[config.mk]
export PLATFORM = sky130hd
export DESIGN_NAME = serial_link_bringup_ctrl
export DESIGN_NICKNAME = d
export VERILOG_FILES = /design/src/rtl/serial_link_pkg.sv /design/src/rtl/serial_link_apb_mst.sv /design/src/rtl/serial_link_bringup_ctrl.sv
export SDC_FILE = /design/constraint.sdc
export NUM_CORES = 1
export LEC_CHECK = 0
export CORE_ASPECT_RATIO = 0.8
export CORE_UTILIZATION = 25
export CTS_BUF_LIST = sky130_fd_sc_hd__clkbuf_16
export CTS_CLUSTER_DIAMETER = 60
export CTS_CLUSTER_SIZE = 8
export DETAILED_ROUTE_END_ITERATION = 16
export PLACE_DENSITY = 0.67
export SYNTH_ARGS = -nofsm -noshare
export SYNTH_HDL_FRONTEND = slang
export SYNTH_SLANG_ARGS = --single-unit
[constraint.sdc]
create_clock -name clk_i -period 2 [get_ports clk_i]
set_input_delay 0.4 -clock clk_i [delete_from_list [all_inputs] [get_ports clk_i]]
set_output_delay 0.4 -clock clk_i [all_outputs]
set_load 0.05 [all_outputs]
[src/rtl/serial_link_pkg.sv]
// -----------------------------------------------------------------------------
// serial_link_pkg
// Shared definitions for the serial-link bring-up controller:
//   - link_state_t / ST_* : bring-up sequencer state encoding
//   - apb_phase_t / APB_* : APB transfer engine phase encoding
//   - CMD_*               : values written to the CTRL register
//   - state_is_busy()     : states in which a bring-up sequence is running
// -----------------------------------------------------------------------------
package serial_link_pkg;

  // Bring-up sequencer states (fixed encoding kept for register-dump tooling).
  typedef logic [3:0] link_state_t;
  localparam link_state_t ST_IDLE     = 4'd0;
  localparam link_state_t ST_WR_UNRST = 4'd1;
  localparam link_state_t ST_WR_RST   = 4'd2;
  localparam link_state_t ST_WR_CLKEN = 4'd3;
  localparam link_state_t ST_SETTLE   = 4'd4;
  localparam link_state_t ST_WR_DEISO = 4'd5;
  localparam link_state_t ST_POLL     = 4'd6;
  localparam link_state_t ST_DONE     = 4'd7;
  localparam link_state_t ST_ERROR    = 4'd8;

  // APB engine phases.
  typedef logic [1:0] apb_phase_t;
  localparam apb_phase_t APB_IDLE   = 2'd0;
  localparam apb_phase_t APB_SETUP  = 2'd1;
  localparam apb_phase_t APB_ACCESS = 2'd2;

  // CTRL register command words, in the order they are issued.
  localparam logic [31:0] CMD_UNRST = 32'h0000_0300;
  localparam logic [31:0] CMD_RST   = 32'h0000_0302;
  localparam logic [31:0] CMD_CLKEN = 32'h0000_0303;
  localparam logic [31:0] CMD_DEISO = 32'h0000_0003;

  // A sequence is running in every state except the three resting states.
  function automatic logic state_is_busy(input link_state_t s);
    return !(s == ST_IDLE || s == ST_DONE || s == ST_ERROR);
  endfunction

endpackage

[src/rtl/serial_link_apb_mst.sv]
// -----------------------------------------------------------------------------
// serial_link_apb_mst
// APB single-transfer engine. A request is accepted (gnt) only while idle; the
// engine then runs one SETUP cycle and as many ACCESS cycles as the slave
// needs. done/err pulse in the completing ACCESS cycle. All APB outputs are
// registered and held stable for the whole transfer.
//
// Ports:
//   clk, rst            clock, synchronous active-high reset (aborts transfer)
//   req, wr, addr,      transfer request and its attributes, sampled on gnt
//   wdata, strb
//   gnt                 request accepted this cycle
//   done, err           transfer completed OK / completed with pslverr
//   paddr..pstrb        APB master outputs
//   pready, pslverr     APB slave responses
// -----------------------------------------------------------------------------
module serial_link_apb_mst
  import serial_link_pkg::*;
#(
  parameter int AddrWidth = 32,
  parameter int DataWidth = 32
) (
  input  logic                   clk,
  input  logic                   rst,
  input  logic                   req,
  input  logic                   wr,
  input  logic [AddrWidth-1:0]   addr,
  input  logic [DataWidth-1:0]   wdata,
  input  logic [DataWidth/8-1:0] strb,
  output logic                   gnt,
  output logic                   done,
  output logic                   err,
  output logic [AddrWidth-1:0]   paddr,
  output logic                   psel,
  output logic                   penable,
  output logic                   pwrite,
  output logic [DataWidth-1:0]   pwdata,
  output logic [DataWidth/8-1:0] pstrb,
  input  logic                   pready,
  input  logic                   pslverr
);

  apb_phase_t phase_q;

  assign gnt  = (phase_q == APB_IDLE) && req;
  assign done = (phase_q == APB_ACCESS) && pready && !pslverr;
  assign err  = (phase_q == APB_ACCESS) && pready &&  pslverr;

  // NOTE: sequential state uses non-blocking assignments so every register
  // samples the pre-edge value of its neighbours, independent of statement order.
  always_ff @(posedge clk) begin
    if (rst) begin
      phase_q <= APB_IDLE;
      psel    <= 1'b0;
      penable <= 1'b0;
      pwrite  <= 1'b0;
      paddr   <= '0;
      pwdata  <= '0;
      pstrb   <= '0;
    end else begin
      case (phase_q)
        APB_IDLE: begin
          if (req) begin
            phase_q <= APB_SETUP;
            psel    <= 1'b1;
            penable <= 1'b0;
            pwrite  <= wr;
            paddr   <= addr;
            pwdata  <= wdata;
            pstrb   <= strb;
          end
        end
        APB_SETUP: begin
          phase_q <= APB_ACCESS;
          penable <= 1'b1;
        end
        APB_ACCESS: begin
          // Address/data stay untouched until the next grant.
          if (pready) begin
            phase_q <= APB_IDLE;
            psel    <= 1'b0;
            penable <= 1'b0;
          end
        end
        default: begin
          phase_q <= APB_IDLE;
          psel    <= 1'b0;
          penable <= 1'b0;
        end
      endcase
    end
  end

endmodule

[src/rtl/serial_link_bringup_ctrl.sv]
// -----------------------------------------------------------------------------
// serial_link_bringup_ctrl
// Brings a serial link out of reset over APB: writes 300/302/303 to CTRL,
// waits WaitCycles for the clock to settle, writes 03 to de-isolate, then
// polls ISOLATED until bits [1:0] read 0.
//
// Ports:
//   clk_i, rst_i         clock, synchronous active-high reset
//   start_i              bring-up request (accepted in IDLE/DONE/ERROR)
//   busy_o               sequence running
//   done_o, error_o      link ready / sequence failed (held until next start)
//   paddr_o..pstrb_o     APB master request outputs
//   prdata_i, pready_i,  APB slave responses
//   pslverr_i
//
// Build option:
//   SERIAL_LINK_BRINGUP_TIMEOUT_EN  when defined, give up with error_o after
//                                   MaxPolls ISOLATED reads that never clear.
// -----------------------------------------------------------------------------
module serial_link_bringup_ctrl
  import serial_link_pkg::*;
#(
  parameter int          AddrWidth         = 32,
  parameter int          DataWidth         = 32,
  parameter logic [31:0] CtrlRegOffset     = 32'h0,
  parameter logic [31:0] IsolatedRegOffset = 32'h4,
  parameter int          WaitCycles        = 50,
  parameter int          MaxPolls          = 1024
) (
  input  logic                   clk_i,
  input  logic                   rst_i,
  input  logic                   start_i,
  output logic                   busy_o,
  output logic                   done_o,
  output logic                   error_o,
  output logic [AddrWidth-1:0]   paddr_o,
  output logic                   psel_o,
  output logic                   penable_o,
  output logic                   pwrite_o,
  output logic [DataWidth-1:0]   pwdata_o,
  output logic [DataWidth/8-1:0] pstrb_o,
  input  logic [DataWidth-1:0]   prdata_i,
  input  logic                   pready_i,
  input  logic                   pslverr_i
);

  localparam int                SettleW    = $clog2(WaitCycles + 1);
  localparam logic [SettleW-1:0] SettleLast = SettleW'(WaitCycles - 1);

  link_state_t                state_q;
  logic [SettleW-1:0]         settle_cnt_q;
  logic                       in_flight_q;
  logic                       poll_limit_hit;
  logic                       iso_set;

  logic                       xfer_req;
  logic                       xfer_wr;
  logic [AddrWidth-1:0]       xfer_addr;
  logic [DataWidth-1:0]       xfer_wdata;
  logic [DataWidth/8-1:0]     xfer_strb;
  logic                       xfer_gnt;
  logic                       xfer_done;
  logic                       xfer_err;

  // Only the two isolation bits of ISOLATED are meaningful.
  assign iso_set = |prdata_i[1:0];
  logic unused_prdata;
  assign unused_prdata = ^prdata_i[DataWidth-1:2];

  // ---------------------------------------------------------------------------
  // Request decode. A request is raised once per access state; in_flight_q
  // masks it after the grant. The DEISO write is requested from the last
  // SETTLE cycle so its SETUP lands right after exactly WaitCycles idle cycles.
  // ---------------------------------------------------------------------------
  // NOTE: every always_comb output gets a default first, so no path through
  // the case leaves a value unassigned and no latch is inferred.
  always_comb begin
    xfer_req   = 1'b0;
    xfer_wr    = 1'b1;
    xfer_addr  = AddrWidth'(CtrlRegOffset);
    xfer_wdata = '0;
    xfer_strb  = '1;
    case (state_q)
      ST_WR_UNRST: begin
        xfer_req   = !in_flight_q;
        xfer_wdata = DataWidth'(CMD_UNRST);
      end
      ST_WR_RST: begin
        xfer_req   = !in_flight_q;
        xfer_wdata = DataWidth'(CMD_RST);
      end
      ST_WR_CLKEN: begin
        xfer_req   = !in_flight_q;
        xfer_wdata = DataWidth'(CMD_CLKEN);
      end
      ST_SETTLE: begin
        xfer_req   = (settle_cnt_q == SettleLast);
        xfer_wdata = DataWidth'(CMD_DEISO);
      end
      ST_WR_DEISO: begin
        xfer_req   = !in_flight_q;
        xfer_wdata = DataWidth'(CMD_DEISO);
      end
      ST_POLL: begin
        xfer_req   = !in_flight_q;
        xfer_wr    = 1'b0;
        xfer_addr  = AddrWidth'(IsolatedRegOffset);
        xfer_strb  = '0;
      end
      default: ;
    endcase
  end

  always_ff @(posedge clk_i) begin
    if (rst_i) begin
      in_flight_q <= 1'b0;
    end else if (xfer_gnt) begin
      in_flight_q <= 1'b1;
    end else if (xfer_done || xfer_err) begin
      in_flight_q <= 1'b0;
    end
  end

  // Settle counter runs only while in SETTLE and restarts on every entry.
  always_ff @(posedge clk_i) begin
    if (rst_i) begin
      settle_cnt_q <= '0;
    end else if (state_q == ST_SETTLE) begin
      settle_cnt_q <= settle_cnt_q + 1'b1;
    end else begin
      settle_cnt_q <= '0;
    end
  end

`ifdef SERIAL_LINK_BRINGUP_TIMEOUT_EN
  localparam int               PollW     = $clog2(MaxPolls + 1);
  localparam logic [PollW-1:0] PollLast  = PollW'(MaxPolls - 1);
  logic [PollW-1:0]            poll_cnt_q;

  // Counts completed reads that still showed isolation; cleared before POLL.
  always_ff @(posedge clk_i) begin
    if (rst_i) begin
      poll_cnt_q <= '0;
    end else if (state_q == ST_WR_DEISO) begin
      poll_cnt_q <= '0;
    end else if (state_q == ST_POLL && xfer_done && iso_set) begin
      poll_cnt_q <= poll_cnt_q + 1'b1;
    end
  end

  assign poll_limit_hit = (poll_cnt_q == PollLast);
`else
  // Without the timeout the controller polls until isolation clears.
  assign poll_limit_hit = 1'b0;
  logic [31:0] unused_max_polls;
  assign unused_max_polls = 32'(MaxPolls);
`endif

  // ---------------------------------------------------------------------------
  // Bring-up sequencer
  // ---------------------------------------------------------------------------
  always_ff @(posedge clk_i) begin
    if (rst_i) begin
      state_q <= ST_IDLE;
    end else begin
      case (state_q)
        ST_IDLE, ST_DONE, ST_ERROR: begin
          if (start_i) state_q <= ST_WR_UNRST;
        end
        ST_WR_UNRST: begin
          if (xfer_err)       state_q <= ST_ERROR;
          else if (xfer_done) state_q <= ST_WR_RST;
        end
        ST_WR_RST: begin
          if (xfer_err)       state_q <= ST_ERROR;
          else if (xfer_done) state_q <= ST_WR_CLKEN;
        end
        ST_WR_CLKEN: begin
          if (xfer_err)       state_q <= ST_ERROR;
          else if (xfer_done) state_q <= ST_SETTLE;
        end
        ST_SETTLE: begin
          if (settle_cnt_q == SettleLast) state_q <= ST_WR_DEISO;
        end
        ST_WR_DEISO: begin
          if (xfer_err)       state_q <= ST_ERROR;
          else if (xfer_done) state_q <= ST_POLL;
        end
        ST_POLL: begin
          if (xfer_err) begin
            state_q <= ST_ERROR;
          end else if (xfer_done) begin
            if (!iso_set)            state_q <= ST_DONE;
            else if (poll_limit_hit) state_q <= ST_ERROR;
          end
        end
        default: state_q <= ST_IDLE;
      endcase
    end
  end

  assign busy_o  = state_is_busy(state_q);
  assign done_o  = (state_q == ST_DONE);
  assign error_o = (state_q == ST_ERROR);

  serial_link_apb_mst #(
    .AddrWidth (AddrWidth),
    .DataWidth (DataWidth)
  ) u_apb (
    .clk     (clk_i),
    .rst     (rst_i),
    .req     (xfer_req),
    .wr      (xfer_wr),
    .addr    (xfer_addr),
    .wdata   (xfer_wdata),
    .strb    (xfer_strb),
    .gnt     (xfer_gnt),
    .done    (xfer_done),
    .err     (xfer_err),
    .paddr   (paddr_o),
    .psel    (psel_o),
    .penable (penable_o),
    .pwrite  (pwrite_o),
    .pwdata  (pwdata_o),
    .pstrb   (pstrb_o),
    .pready  (pready_i),
    .pslverr (pslverr_i)
  );

endmodule

==> impl_metrics.yaml, run 1 <==
outcome:
  status: "finished, final reports clean"
placed_design:
  place_area_mm2: 0.00163
  globalplace.congestion: 0.756
  hpwl_um: 1840
  port_buffers: 21
timing:
  max_freq_mhz: 525
  setup_viol: 0
  post-route-period-util: 0.953
  tightestPinTransition_ns: 0.500
  drv_slew: 0
  fin_worst_skew_ns: 0.00374
  rsz0062_at_grt: "false"
  final_hold_viol_count: 0
  slew_headroom: 0.666
  setup_tns_ns: 0
  final.min_clock_period_ns: 1.91
  hold_ws_ns: 0.452
logic_synthesis:
  syn_area_mm2: 0.00151
  yosysWarnings: 0
  synth_cell_types: 37
  synth-compound-area-share: 0.0580
  avgSynthCellArea_um2: 8.62
  ys_seq_area_frac: 0.252
  synth_top_family_by_area: "buffers and inverters"
  ys_ff_latch: 19
  synthSimpleGateAreaFrac: 0.202
  synthFlopType: "dfxtp_1"
  yosys.area_share.adder: 0.0166
  syn_inst: 175
  synth-xor-area-share: 0.0348
  ys_async_sr_fraction: 0
  synth_edf_count: 0
  synthMuxAreaShare: 0.0779
detailed_routing:
  drt-initial-drc-count: 31
  via_count: 965
  wl_um: 2280
  viasPerCell: 3.48
  drc: 0
  post_drt_wl_per_cell_um: 8.22
  drtPass1Iterations: 3
  ant_nets: 0
finish:
  final_nets: 239
  syn_to_final_growth_pct: 13.3
  drive_gt1_frac: 0.161
  multi_input_area_um2: 816
  seq_area_um2: 380
  insertedDiodeCount: 0
  final_cell_mix: "conb_1 (59), dfxtp_1 (19), clkdlybuf4s50_1 (17)"
  fillers: 606
  fin_util: 0.303
  mostFrequentLayoutCell: "conb_1"
  fin_area_mm2: 0.00171
global_route:
  grt_first_pass_wirelength_um: 3510
  grtUsageTotal: 0.0729
  antenna_found_initial: 0
  grt_pass1_vias: 761
  grt-ovfl-total: 0
  grt_max_degree: 13
die:
  ios: 111
  start_util: 0.267
  rows: 24
  dieArea_mm2: 0.00635
  die_x_um: 88.9
  core_mm2: 0.00565
  die_h_um: 71.5
clock_network:
  cts_resized: 0
  ctsLongestPathBuffers: 2
  cts.clk_slew.worst_paths_ns: 0.06
  cts_sinks: 19
  htreeDepth: 1
  cts_buffers: 3
  cts_tree: "yes"
  clock_latency_ns: 0.26
  post-cts-setup-buffers: 0
  cts_hold_buf: 0
  cts_root_buf: "clkbuf_16"
power:
  ir_drop_uv: 292
  powerDensity_mw_per_mm2: 1310
  p_leak_nw: 0.738
worst_setup_path:
  arrival_ns: 2.05
  crit_type: "reg2reg"
  cp_max_fo: 6
  slowest_delay_ns: 0.42
  setup.worst_path.end: "u_apb.pwdata[0]"
  crit_buf_inv: 0
  cp-end-kind: "flip-flop"
  crit_start: "state_q[0]"
  reg2reg_depth: 4
  rrSetupSlack_ns: 0.09
  cp-start-kind: "flip-flop"
  path_cells: "nor4b_4 -> or3b_1 -> a211o_1 -> mux2_4"
  crit_slowest_cell: "a211o_1"
  cp.required_ns: 2.15
  timing.rr.start: "state_q[0]"
  regToRegEndpoint: "u_apb.pwdata[0]"
  critical-path-top-delay-family: "simple AND/OR/NAND/NOR gates"
  path_depth: 4
job:
  cap_violations: 0
min_path:
  hold_path_class: "reg2reg"
## power by group
group	switching [mW]	internal, mW
Combinational	0.823	0.473
Sequential	0.0743	0.453
Clock	0.150	0.268
## sequential cells by signal, indices dropped and copies added (netlist names)
name	flops
u_apb.paddr	1
in_flight_q	1
u_apb.pwdata	3
u_apb.pstrb	1
u_apb.phase_q	2
state_q	4
u_apb.psel	1
settle_cnt_q	6
## routing by layer
metal	share of wire	global-route usage	wire [um]	vias to the layer above
met5	0	0	0	-
met1	0.44	0.0956	1000	432
met3	0.072	0.0311	163	3
met4	0.012	0.0269	28	0
met2	0.48	0.106	1080	35
li1	-	-	-	495
## worst min-delay path: stages (launching register included)
cell and delay [ns]:
dfxtp_1 0.30, nand2_1 0.05, a21oi_1 0.05
## synth_stat cells, drive strengths merged, types with 2 or more instances
cell type	n	area (um^2)
buf	67	514
dfxtp	19	380
nor2	15	56.3
nand2b	6	37.5
mux2	5	67.6
mux2i	5	50.1
nand2	5	18.8
nor2b	5	31.3
a21oi	4	20.0
clkbuf	4	15.0
nand3	4	20.0
nor3	3	15.0
o21ai	3	15.0
xnor2	3	26.3
xor2	3	26.3
ha	2	25.0
inv	2	7.51
nand4b	2	17.5
or3b	2	17.5
or4	2	15.0
## worst min path at each step
stage | startpoint | endpoint | slack (ns) | cells past startpoint
2_1_floorplan | in_flight_q | in_flight_q | 0.43 | 2
3_3_place_gp | in_flight_q | in_flight_q | 0.44 | 2
3_5_place_dp | in_flight_q | in_flight_q | 0.45 | 2
4_1_cts | in_flight_q | in_flight_q | 0.46 | 2
5_1_grt | in_flight_q | in_flight_q | 0.48 | 2
6_report | in_flight_q | in_flight_q | 0.45 | 2
## stage by stage
step | cells | setup slack (ns) | total power, mW
after floorplan | 233 | 0.0658 | 1.65
after global placement | 273 | 0.0549 | 1.82
after detailed placement | 273 | 0.0152 | 1.83
after CTS | 277 | 0.0840 | 2.26
after global routing | 277 | 0.0238 | 2.36
final | 277 | 0.0938 | 2.24
## area by class of cell
| type | instances | area share |
|---|---|---|
| clock buffer | 3 | 0.0439 |
| timing repair buffer | 33 | 0.192 |
| sequential | 19 | 0.223 |
| clock inverter | 1 | 0.00293 |
| inverter | 2 | 0.00439 |
| multi-input combinational | 141 | 0.477 |
| tap | 78 | 0.0571 |
## kinds of logic (layout without fill, tap and decap cells)
logic type                 count (synthesis)  in the layout
and+or+nand+nor                           52             52
other                                      1             59
muxes                                     10             10
adders and majority gates                  2              2
buffers and inverters                     73             39
AOI/OAI and AO/OA                         12             12
DFF                                       19             19
xor gates and xnor gates                   6              6
Power figures use the tool's default switching activity.
==> inputs of run 2 (changes only) <==
--- a/config.mk
+++ b/config.mk
@@ -5,6 +5,7 @@
 export SDC_FILE = /design/constraint.sdc
 export NUM_CORES = 1
 export LEC_CHECK = 0
+export ABC_CLOCK_PERIOD_IN_PS = 1700
 export CORE_ASPECT_RATIO = 0.8
 export CORE_UTILIZATION = 25
 export CTS_BUF_LIST = sky130_fd_sc_hd__clkbuf_16
==> constraint.sdc (replaced) <==
create_clock -name clk_i -period 1.7 [get_ports clk_i]
set_input_delay 0.34 -clock clk_i [delete_from_list [all_inputs] [get_ports clk_i]]
set_output_delay 0.34 -clock clk_i [all_outputs]
set_load 0.05 [all_outputs]
==> impl_metrics.yaml, run 2 (synthesis gave the netlist of run 1 again) <==
finish:
  regMostFlops: "settle_cnt_q"
  largest_register_ffs: 6
  insertedDiodeCount: 0
  syn_to_final_growth_pct: 27.3
  fin_area_mm2: 0.00192
  mostFrequentLayoutCell: "conb_1"
  instances_no_fill: 296
  largest_registers: "settle_cnt_q x6, state_q x4, u_apb.pwdata x3"
  drive_gt1_frac: 0.326
  final_cell_mix: "conb_1 (59), buf_4 (37), dfxtp_1 (15)"
  final_nets: 258
global_route:
  grt_pass1_vias: 889
  grtUsageTotal: 0.0870
  grt-ovfl-total: 0
  grt_max_degree: 19
  grt_first_pass_wirelength_um: 4170
  antenna_found_initial: 0
detailed_routing:
  via_count: 1058
  post_drt_wl_per_cell_um: 9.13
  viasPerCell: 3.57
  drt-initial-drc-count: 43
  ant_nets: 0
  wl_um: 2700
  drtPass1Iterations: 2
  drc: 0
die:
  dieArea_mm2: 0.00635
  die_h_um: 71.5
  ios: 111
  die_x_um: 88.9
  rows: 24
  core_mm2: 0.00565
  start_util: 0.267
worst_setup_path:
  slowest_delay_ns: 0.39
  path_cells: "nor4b_4 -> or3b_1 -> a211o_4 -> mux2_4"
  cp-end-kind: "flip-flop"
  cp_max_fo: 5
  reg2reg_depth: 4
  cp-start-kind: "flip-flop"
  cp.required_ns: 1.84
  crit_buf_inv: 0
  path_depth: 4
  crit_slowest_cell: "or3b_1"
  arrival_ns: 1.97
  crit_type: "reg2reg"
  critical-path-top-delay-family: "simple AND/OR/NAND/NOR gates"
timing:
  rsz0062_at_grt: "true"
  setup_ws_ns: -0.128
  final_hold_viol_count: 0
  post-route-period-util: 1.08
  drv_slew: 0
  hold_ws_ns: 0.454
  fin_worst_skew_ns: 0.00186
  setup_viol: 9
  final.min_clock_period_ns: 1.83
  max_freq_mhz: 547
outcome:
  violations: "negative setup slack"
  status: "finished, violations left"
clock_network:
  ctsLongestPathBuffers: 2
  htreeDepth: 1
  cts_hold_buf: 0
  cts_tree: "yes"
  cts_buffers: 3
  clock_latency_ns: 0.25
  cts_sinks: 19
  cts_root_buf: "clkbuf_16"
  cts.clk_slew.worst_paths_ns: 0.06
placed_design:
  place_inst: 285
  port_buffers: 21
  hpwl_um: 1990
  globalplace.congestion: 0.788
  place_area_mm2: 0.00172
  pre_cts_slack_ns: -0.209
power:
  powerDensity_mw_per_mm2: 1540
  p_total_mw: 2.95
  p_leak_nw: 0.882
  ir_drop_uv: 448
min_path:
  hold_path_class: "reg2reg"
  holdPathStages: 2
job:
  cap_violations: 0
## run 2: cell types whose count changed in the layout (fill, tap and decap cells not counted), sizes merged
| cell | previous run | this run |
|---|---|---|
| clkdlybuf4s50 | 17 | 6 |
| inv | 2 | 3 |
| clkinv | 1 | 0 |
| buf | 16 | 46 |
## run 2: worst paths after layout
path	from	endpoint	slack [ns]
max	state_q[3]	u_apb.pwdata[1]	-0.13
min	u_apb.psel	u_apb.psel	0.45
max reg2reg	state_q[3]	u_apb.pwdata[1]	-0.13
min reg2reg	u_apb.psel	u_apb.psel	0.45
## run 2: stage by stage
| step | utilization | TNS, ns |
|---|---|---|
| 2_1_floorplan | - | -0.414 |
| 3_3_place_gp | 0.304 | -1.69 |
| 3_5_place_dp | 0.304 | -1.97 |
| 4_1_cts | 0.332 | -0.723 |
| 5_1_grt | 0.340 | -1.26 |
| 6_report | 0.340 | -0.707 |
## run 2: repair_timing
item,CTS,global route
gates resized for setup,14,6
hold endpoints to repair,0,0
setup endpoints to repair,15,14
setup buffers,4,4
pin swaps,2,3
## run 2: final cells by class
class | instances | area [um^2]
timing repair buffer | 52 | 474
multi-input combinational | 141 | 870
tap | 78 | 97.6
inverter | 2 | 7.51
sequential | 19 | 393
fill | 604 | 3720
clock inverter | 1 | 3.75
clock buffer | 3 | 75.1
## run 2: worst min-delay path, stage by stage, from the launching register on
cell and delay [ns]:
dfxtp_1 0.31, nand2_1 0.05, a21oi_1 0.05
## run 2: routing by layer
| layer | wire length [um] | vias up | GRT usage | share of wire |
|---|---|---|---|---|
| met2 | 1380 | 31 | 0.135 | 0.51 |
| li1 | - | 537 | - | - |
| met4 | 21 | 0 | 0.0269 | 0.0078 |
| met1 | 1170 | 488 | 0.110 | 0.43 |
| met5 | 0 | - | 0 | 0 |
| met3 | 132 | 2 | 0.0346 | 0.049 |
## run 2: power by group
part | internal (mW) | total [mW] | leakage, nW | switching, mW
Sequential | 0.546 | 0.649 | 0.157 | 0.104
Combinational | 0.763 | 1.81 | 0.682 | 1.05
Clock | 0.313 | 0.487 | 0.0423 | 0.174
Total | 1.62 | 2.95 | 0.882 | 1.33
==> inputs of run 3 (changes only) <==
--- a/config.mk
+++ b/config.mk
@@ -7,12 +7,12 @@
 export LEC_CHECK = 0
 export ABC_CLOCK_PERIOD_IN_PS = 1700
 export CORE_ASPECT_RATIO = 0.8
-export CORE_UTILIZATION = 25
+export CORE_UTILIZATION = 31
 export CTS_BUF_LIST = sky130_fd_sc_hd__clkbuf_16
 export CTS_CLUSTER_DIAMETER = 60
 export CTS_CLUSTER_SIZE = 8
 export DETAILED_ROUTE_END_ITERATION = 16
-export PLACE_DENSITY = 0.67
+export PLACE_DENSITY = 0.8
 export SYNTH_ARGS = -nofsm -noshare
 export SYNTH_HDL_FRONTEND = slang
 export SYNTH_SLANG_ARGS = --single-unit
==> impl_metrics.yaml, run 3 (synthesis gave the netlist of run 1 again) <==
outcome:
  status: "finished, violations left"
  violations: "negative setup slack"
clock_network:
  cts_buffers: 3
  cts_hold_buf: 0
  cts_tree: "yes"
  ctsLongestPathBuffers: 2
  cts.clk_slew.worst_paths_ns: 0.05
  htreeDepth: 1
  cts_root_buf: "clkbuf_16"
  clock_latency_ns: 0.25
  cts_sinks: 19
global_route:
  grt_max_degree: 13
  grtUsageTotal: 0.0982
  antenna_found_initial: 0
  grt-ovfl-total: 0
  grt_pass1_vias: 902
  grt_first_pass_wirelength_um: 3920
worst_setup_path:
  critical-path-top-delay-family: "simple AND/OR/NAND/NOR gates"
  crit_buf_inv: 0
  path_cells: "nor4b_4 -> or3b_1 -> a211o_1 -> mux2_4"
  cp_max_fo: 5
  arrival_ns: 1.97
  reg2reg_depth: 4
  slowest_delay_ns: 0.39
  cp.required_ns: 1.83
  crit_slowest_cell: "or3b_1"
  path_depth: 4
  cp-start-kind: "flip-flop"
  crit_type: "reg2reg"
  cp-end-kind: "flip-flop"
placed_design:
  hpwl_um: 2000
  globalplace.congestion: 0.854
  port_buffers: 21
timing:
  rsz0062_at_grt: "true"
  final_hold_viol_count: 0
  setup_ws_ns: -0.135
  final.min_clock_period_ns: 1.83
  fin_worst_skew_ns: 0.00280
  drv_slew: 0
  setup_viol: 9
  setup_tns_ns: -0.767
  post-route-period-util: 1.08
  max_freq_mhz: 545
detailed_routing:
  ant_nets: 0
  drt-initial-drc-count: 41
  via_count: 1043
  wl_um: 2580
  viasPerCell: 3.82
  post_drt_wl_per_cell_um: 9.46
  dr_wl_met2_um: 1330
  wl_met3_um: 146
  top_layer_used: "met3"
  drtPass1Iterations: 4
  drc: 0
  wl_met1_um: 1110
die:
  ios: 111
  core_mm2: 0.00462
  start_util: 0.326
  dieArea_mm2: 0.00515
  rows: 22
  die_x_um: 80
  die_h_um: 64.4
power:
  comb_power_share: 0.602
  p_leak_nw: 0.843
  swShare: 0.462
  pwr-share-seq: 0.230
  ir_drop_uv: 740
  p_int_mw: 1.50
  p_clk_frac: 0.168
  p_switching_mw: 1.29
  powerDensity_mw_per_mm2: 1530
min_path:
  holdPathStages: 2
  hold_path_class: "reg2reg"
finish:
  fin_util: 0.395
  syn_to_final_growth_pct: 21.0
  seq_area_um2: 390
  insertedDiodeCount: 0
  multi_input_area_um2: 861
  final_nets: 253
  largest_register_ffs: 6
  fillers: 474
  regMostFlops: "settle_cnt_q"
  largest_registers: "settle_cnt_q x6, state_q x4, u_apb.pwdata x3"
  final_cell_mix: "conb_1 (59), buf_4 (36), dfxtp_1 (15)"
  mostFrequentLayoutCell: "conb_1"
  drive_gt1_frac: 0.305
job:
  cap_violations: 0
[run 3: power by group through the flow]
stage	clock (mW)	combinational (mW)	sequential, mW
floorplan	0	1.24	0.739
global placement	0	1.59	0.636
detailed placement	0	1.61	0.644
CTS	0.482	1.65	0.637
global route	0.513	1.78	0.655
finish	0.469	1.68	0.643
[run 3: worst paths after layout]
check | from | to | slack (ns)
max | state_q[1] | u_apb.pstrb[2] | -0.13
min | u_apb.psel | u_apb.psel | 0.45
max reg2reg | state_q[1] | u_apb.pstrb[2] | -0.13
min reg2reg | u_apb.psel | u_apb.psel | 0.45
[run 3: area by class of cell]
cell class | instances | share of cell area
clock buffer | 3 | 0.0411
clock inverter | 1 | 0.00206
inverter | 2 | 0.00411
multi-input combinational | 141 | 0.472
sequential | 19 | 0.214
tap | 60 | 0.0411
timing repair buffer | 47 | 0.226
[run 3: repair_timing]
item | in CTS | in global routing
resized for setup | 6 | 7
cloned | 0 | 0
setup buffers | 0 | 2
endpoints found under the setup margin | 14 | 15
pin swaps | 0 | 5
endpoints found under the hold margin | 0 | 0
[run 3: per-layer routing]
metal / up-vias / global-route usage
met4: 0 / 0.0134
met1: 479 / 0.118
met3: 0 / 0.0371
met5: - / 0
met2: 37 / 0.169
li1: 527 / -
[run 3: tightest hold or removal path: stages, from the launching register on]
cell and delay (ns):
dfxtp_1 0.31, nand2_1 0.05, a21oi_1 0.05
[run 3: metrics by stage]
stage | instances | hold WS [ns] | cell area, um^2 | power, mW | worst slack (ns)
after floorplan | 233 | 0.431 | 1750 | 1.98 | -0.114
after global placement | 267 | 0.439 | 1680 | 2.23 | -0.156
after detailed placement | 267 | 0.446 | 1680 | 2.26 | -0.197
after CTS | 271 | 0.453 | 1780 | 2.77 | -0.138
after global routing | 273 | 0.479 | 1830 | 2.95 | -0.183
final | 273 | 0.453 | 1830 | 2.79 | -0.135
